### config.mk
export PLATFORM = sky130hd
export DESIGN_NAME = mem_port_sched
export DESIGN_NICKNAME = d
export VERILOG_FILES = /design/src/rtl/mem_port_sched.sv
export SDC_FILE = /design/constraint.sdc
export NUM_CORES = 1
export LEC_CHECK = 0
export ABC_CLOCK_PERIOD_IN_PS = 2500
export BUFFER_PORTS_ARGS = -buffer_cell sky130_fd_sc_hd__buf_4
export CAP_MARGIN = 20
export CORE_MARGIN = 2
export CORE_UTILIZATION = 48
export DETAILED_ROUTE_END_ITERATION = 12
export PLACE_DENSITY = 0.79
export RECOVER_POWER = 50
export SLEW_MARGIN = 10
export SYNTH_ARGS = -nofsm -noshare
export SYNTH_HDL_FRONTEND = slang
export SYNTH_SLANG_ARGS = --single-unit
### constraint.sdc
create_clock -name clk -period 2.5 [get_ports clk]
set_input_delay 0.25 -clock clk [delete_from_list [all_inputs] [get_ports clk]]
set_output_delay 0.25 -clock clk [all_outputs]
set_load 0.1 [all_outputs]
### src/rtl/mem_port_sched.sv
// M-stage data-memory port and stack-pointer owner. Serves single-cycle load/store/push/pop
// and runs interrupt-context save/restore bursts while the pipeline is stalled.
module mem_port_sched #(
    parameter int SP_RESET  = 255,
    parameter int CTX_BYTES = 2
) (
    input  logic                   clk,
    input  logic                   rst,
    input  logic                   m_mem_read,
    input  logic                   m_mem_write,
    input  logic [1:0]             m_stack_op,
    input  logic [7:0]             m_addr,
    input  logic [7:0]             m_wdata,
    output logic [7:0]             m_rdata,
    input  logic                   ctx_req,
    input  logic                   ctx_dir,
    input  logic [8*CTX_BYTES-1:0] ctx_wdata,
    output logic [8*CTX_BYTES-1:0] ctx_rdata,
    output logic                   ctx_done,
    output logic                   stall_pipe,
    output logic                   mem_en,
    output logic                   mem_we,
    output logic [7:0]             mem_addr,
    output logic [7:0]             mem_wdata,
    input  logic [7:0]             mem_rdata,
    output logic [7:0]             sp_out,
    output logic                   stk_ovf,
    output logic                   stk_udf
);

    typedef enum logic [1:0] {IDLE, XFER, DONE} state_t;

    localparam logic [1:0] LAST = 2'(CTX_BYTES - 1);

    state_t                 state;
    logic [7:0]             sp;
    logic [1:0]             cnt;
    logic                   dir_q;
    logic [8*CTX_BYTES-1:0] wdata_q;

    logic       m_push, m_pop, m_op, accept;
    logic       do_push, do_pop, ovf_hit, udf_hit;
    logic [7:0] push_data;

    always_comb begin
        // NOTE: every combinational output gets a default first so no latch is inferred.
        m_push    = (m_stack_op == 2'b01);
        m_pop     = (m_stack_op == 2'b10);
        m_op      = m_push || m_pop || m_mem_read || m_mem_write;
        accept    = (state == IDLE) && ctx_req && !m_op;
        do_push   = 1'b0;
        do_pop    = 1'b0;
        push_data = m_wdata;

        if (state == IDLE) begin
            do_push = m_push;
            do_pop  = m_pop;
        end else if (state == XFER) begin
            do_push   = !dir_q;
            do_pop    = dir_q;
            push_data = 8'h00;
            for (int i = 0; i < CTX_BYTES; i++) begin
                if (cnt == 2'(i)) push_data = wdata_q[8*i +: 8];
            end
        end

        ovf_hit = do_push && (sp == 8'h00);
        udf_hit = do_pop && (sp == 8'hFF);

        mem_en    = 1'b0;
        mem_we    = 1'b0;
        mem_addr  = 8'h00;
        mem_wdata = 8'h00;
        // Stack ops take priority over plain load/store and never use m_addr.
        if (do_push) begin
            if (!ovf_hit) begin
                mem_en    = 1'b1;
                mem_we    = 1'b1;
                mem_addr  = sp;
                mem_wdata = push_data;
            end
        end else if (do_pop) begin
            if (!udf_hit) begin
                mem_en   = 1'b1;
                mem_addr = sp + 8'd1;
            end
        end else if (state == IDLE && m_mem_write) begin
            mem_en    = 1'b1;
            mem_we    = 1'b1;
            mem_addr  = m_addr;
            mem_wdata = m_wdata;
        end else if (state == IDLE && m_mem_read) begin
            mem_en   = 1'b1;
            mem_addr = m_addr;
        end

        if (rst) begin
            mem_en = 1'b0;
            mem_we = 1'b0;
        end

        m_rdata = udf_hit ? 8'h00 : mem_rdata;
    end

    assign sp_out = sp;

    always_ff @(posedge clk) begin
        if (rst) begin
            state      <= IDLE;
            sp         <= 8'(SP_RESET);
            cnt        <= 2'd0;
            ctx_rdata  <= '0;
            ctx_done   <= 1'b0;
            stall_pipe <= 1'b0;
            stk_ovf    <= 1'b0;
            stk_udf    <= 1'b0;
        end else begin
            // NOTE: sequential state uses non-blocking assignments only, so every flop sees pre-edge values.
            ctx_done <= 1'b0;

            if (do_push) begin
                if (ovf_hit) stk_ovf <= 1'b1;
                else         sp      <= sp - 8'd1;
            end
            if (do_pop) begin
                if (udf_hit) stk_udf <= 1'b1;
                else         sp      <= sp + 8'd1;
            end

            case (state)
                IDLE: begin
                    if (accept) begin
                        dir_q      <= ctx_dir;
                        wdata_q    <= ctx_wdata;
                        cnt        <= 2'd0;
                        stall_pipe <= 1'b1;
                        state      <= XFER;
                    end
                end
                XFER: begin
                    // Restore fills from the top byte down so the bytes come back in push order.
                    if (dir_q && !udf_hit) begin
                        for (int i = 0; i < CTX_BYTES; i++) begin
                            if (LAST - cnt == 2'(i)) ctx_rdata[8*i +: 8] <= mem_rdata;
                        end
                    end
                    cnt <= cnt + 2'd1;
                    if (cnt == LAST) begin
                        ctx_done <= 1'b1;
                        state    <= DONE;
                    end
                end
                DONE: begin
                    stall_pipe <= 1'b0;
                    state      <= IDLE;
                end
                default: state <= IDLE;
            endcase
        end
    end

    // NOTE: dir_q and wdata_q are data-path registers loaded on accept, so they carry no reset.

endmodule

==> key figures <==
Outcome
  • Outcome: completed

Finish
  • Fill count: between 300 and 400
  • Ant diodes: 0
  • FF+latch area: between 0.001 and 0.0015 sq mm
  • Most frequent cells in the layout: buf_4 (83), nor2_1 (39), dfxtp_1 (23), a21oi_1 (20), nand2_1 (20)
  • Area Overhead vs Synth: 59.4%
  • Nets: between 400 and 500
  • Most common cell after layout, fill and taps aside: buf_4
  • Share of layout cells above drive strength 1: around 47%
  • Area occupied by multi-input gates: 0.00168 sq mm
  • Non-filler cells, final: ~460

Routing
  • Final ANT Viol Nets: 0
  • Vias/cell: about 5.5
  • WL/cell: roughly 16 um
  • Total routed wirelength: between 7000 and 8000 um
  • Initial DRC Count: between 100 and 150
  • Vias: between 2000 and 3000
  • DRT Pass-1 Iters: 4
  • Residual DRC count: 0

Logic synthesis
  • Post-Syn Instances: around 280
  • Post-synthesis compound-gate area fraction: between 10% and 20%
  • Syn nets: between 300 and 400
  • Register bit total from synthesis: just under 50
  • Average cell area after synthesis: roughly 9 sq um
  • Post-synth ARST share: 0%
  • Synth cell types: between 40 and 50
  • Synth area leaders: dfxtp_1 (25%), edfxtp_1 (20%), mux2i_1 (7.8%), nor2_1 (6.1%), a21oi_1 (4.3%)
  • Mux cell area share after synthesis: approximately 7.8%
  • Post-Synth Adder-Cell Area: between 3 and 4%
  • EDFF count, synth: 17
  • Post-Synth Simple-Gate Area: 21.4%
  • Sequential element share of the synthesized area: roughly 45%
  • Main synth FF type: dfxtp_1
  • Synth top area share: roughly a quarter
  • Post-synthesis xor/xnor area fraction: less than 1%
  • Largest family of logic cells by synthesized area: simple AND/OR/NAND/NOR gates
  • Yosys warnings: 0
  • Yosys top cell by area: dfxtp_1
  • Post-Syn Area: ~0.0026 sq mm

Hold path
  • Hold path cells: 1
  • Hold Crit Start: ctx_wdata[2]
  • Hold Path Sink: wdata_q[2]
  • Worst hold path class: in -> reg

STA
  • Hold Worst Slack: roughly 140 ps
  • Clock skew: ~5.7 ps
  • Worst slew pin tran: a little over 600 ps
  • Setup TNS: 0 ps
  • Max Transition Viols Final: 0
  • RSZ-0062 raised after global routing: yes
  • Final setup fails: 0
  • Period minus WS final: approximately 2500 ps
  • Final Hold Vio Count: 0
  • Final worst slack: about 1.9 ps
  • Relative slew slack: around three fifths
  • Tcrit/Tclk final: between 90% and 100%
  • Fmax: ~400 MHz

Setup path
  • Max stage delay cell, worst path: or4_4
  • Crit path max-delay family: simple AND/OR/NAND/NOR gates
  • Buffers & Inverters on Critical Path: 2
  • Startpoint Class: flop
  • Req. time, crit path: between 2000 and 2500 ps
  • R2R depth: 6
  • Internal reg-to-reg setup slack: ~280 ps
  • Crit end category: output pin
  • CP max FO: 8
  • CP Class: reg -> out
  • FF-to-FF End: sp_out[6]
  • Worst r2r src: sp_out[1]
  • Critical-path cell list: or4_4 > or2_4 > o21a_2 > nand2_2 > buf_12 > o2bb2ai_4 > buf_8
  • CP max stage delay: slightly above 500 ps
  • Arr. time, crit path: roughly 2300 ps

Clocking
  • CTS Hold Buffers Added: 0
  • CTS tree: built
  • Deepest clock path buffer count: 2
  • Root cell of the clock tree: clkbuf_8
  • Clock transition at path regs: 90 ps
  • Sink Count: 49
  • CTS HTree Levels: 2
  • CTS buffer count: 5
  • Clk_lat worst skew: roughly 300 ps

Flow run
  • Max-Cap Viols: 0

Placement
  • Placed cells: roughly 450
  • Gpl congestion: approximately 0.90
  • Port Buffers: 101
  • Hpwl dp: between 5000 and 6000 um
  • Worst slack, placed: 23.3 ps

Power
  • Leakage: between 1.5 and 2 nW
  • PD cells: ~860 mW/mm^2
  • Peak supply drop: around 620 uV

Floorplanning
  • Chip Height: a little under 80 um
  • DIE AREA: between 0.005 and 0.006 sq mm
  • I/O Pins: 102
  • Die width: between 70 and 80 um
  • Area of the core: approximately 0.005 sq mm
  • Site Rows: 26
  • Initial Utilization: ~50%

GRT
  • First-pass GRT wire length: 12000 um
  • Vias in the first global route: 2575
  • Initial antenna violation count: 0
  • Largest net degree at the start of global routing: 37
  • GRT Util Overall: between 20% and 30%
  • Grt total ovfl: 0
[cells by family (layout without fill, tap and decap cells)]
kind of cell / after synthesis / count (layout)
AO/OA/AOI/OAI: 66 / 66
multiplexers: 20 / 20
adder cells (fa/ha/maj): 7 / 7
XOR/XNOR: 2 / 2
flip-flops: 49 / 49
buffers and inverters: 28 / 135
AND/OR/NAND/NOR: 110 / 110
[flip-flops by register name, indices dropped and copies added, names as in the netlist]
name        count
wdata_q        16
stk_ovf         1
ctx_done        1
stall_pipe      1
state           2
cnt             2
sp_out          8
ctx_rdata      16
stk_udf         1
dir_q           1
[cell type report]
cell class                      instances  area share (%)
Inverter                               11            1.01
Clock buffer                            6            1.77
Clock inverter                          2           0.949
Multi-Input combinational cell        205            41.0
Timing Repair Buffer                  116            24.4
Tap cell                               70            2.14
Sequential cell                        49            28.7
[through the flow]
stage,area [sq um],total power [mW],util (%)
detailed placement,3780,2.83,73.6
CTS,4030,3.47,78.4
global placement,3780,2.80,73.6
finish,4090,3.51,79.6
floorplan,2910,2.45,-
global route,4090,3.65,79.6
[routing by layer]
| metal | part of all wire (%) | track usage (%) | up-vias |
|---|---|---|---|
| met1 | 40 | 29.1 | 1200 |
| met2 | 53 | 46.4 | 80 |
| li1 | - | - | 1224 |
| met5 | 0 | 0 | - |
| met3 | 5.7 | 6.47 | 8 |
| met4 | 1.0 | 5.36 | 0 |
[where the power goes]
| group | switching [mW] | internal (mW) |
|---|---|---|
| combinational | 1.39 | 0.575 |
| sequential | 0.0753 | 0.890 |
| clock | 0.275 | 0.303 |
[how the worst max path moves through the flow]
stage | cells past startpoint | from | to
after detailed placement | 7 | m_stack_op[0] | mem_wdata[0]
final | 7 | sp_out[4] | mem_wdata[0]
after global placement | 7 | m_stack_op[0] | mem_wdata[0]
after CTS | 8 | sp_out[4] | mem_addr[0]
after floorplan | 6 | sp_out[2] | mem_en
after global routing | 8 | sp_out[4] | mem_addr[0]
[what timing repair did]
action | 4_1_cts | 5_1_grt
setup endpoints to repair | 20 | 14
gates cloned | 0 | 0
setup buffers | 3 | 0
pin swaps | 3 | 4
resized for setup | 28 | 16
[worst reg2reg max path: stages, from the launching register on]
cell and delay, ps:
dfxtp_4 380, inv_1 150, ha_1 260, nand2_1 210
or4b_4 550, or4_1 410, a32oi_1 190
[cell usage after synthesis, drive strengths merged (3+ instances only)]
cell,n
nand2,21
nor2,42
inv,11
nor3,5
nand2b,4
and3,4
o21ai,11
nand3,4
or2,4
clkbuf,13
dfxtp,32
mux2i,20
ha,7
o2bb2ai,8
buf,4
o211ai,3
edfxtp,17
nand4,5
a21oi,23
nor2b,12
(Power assumes the default switching activity.)
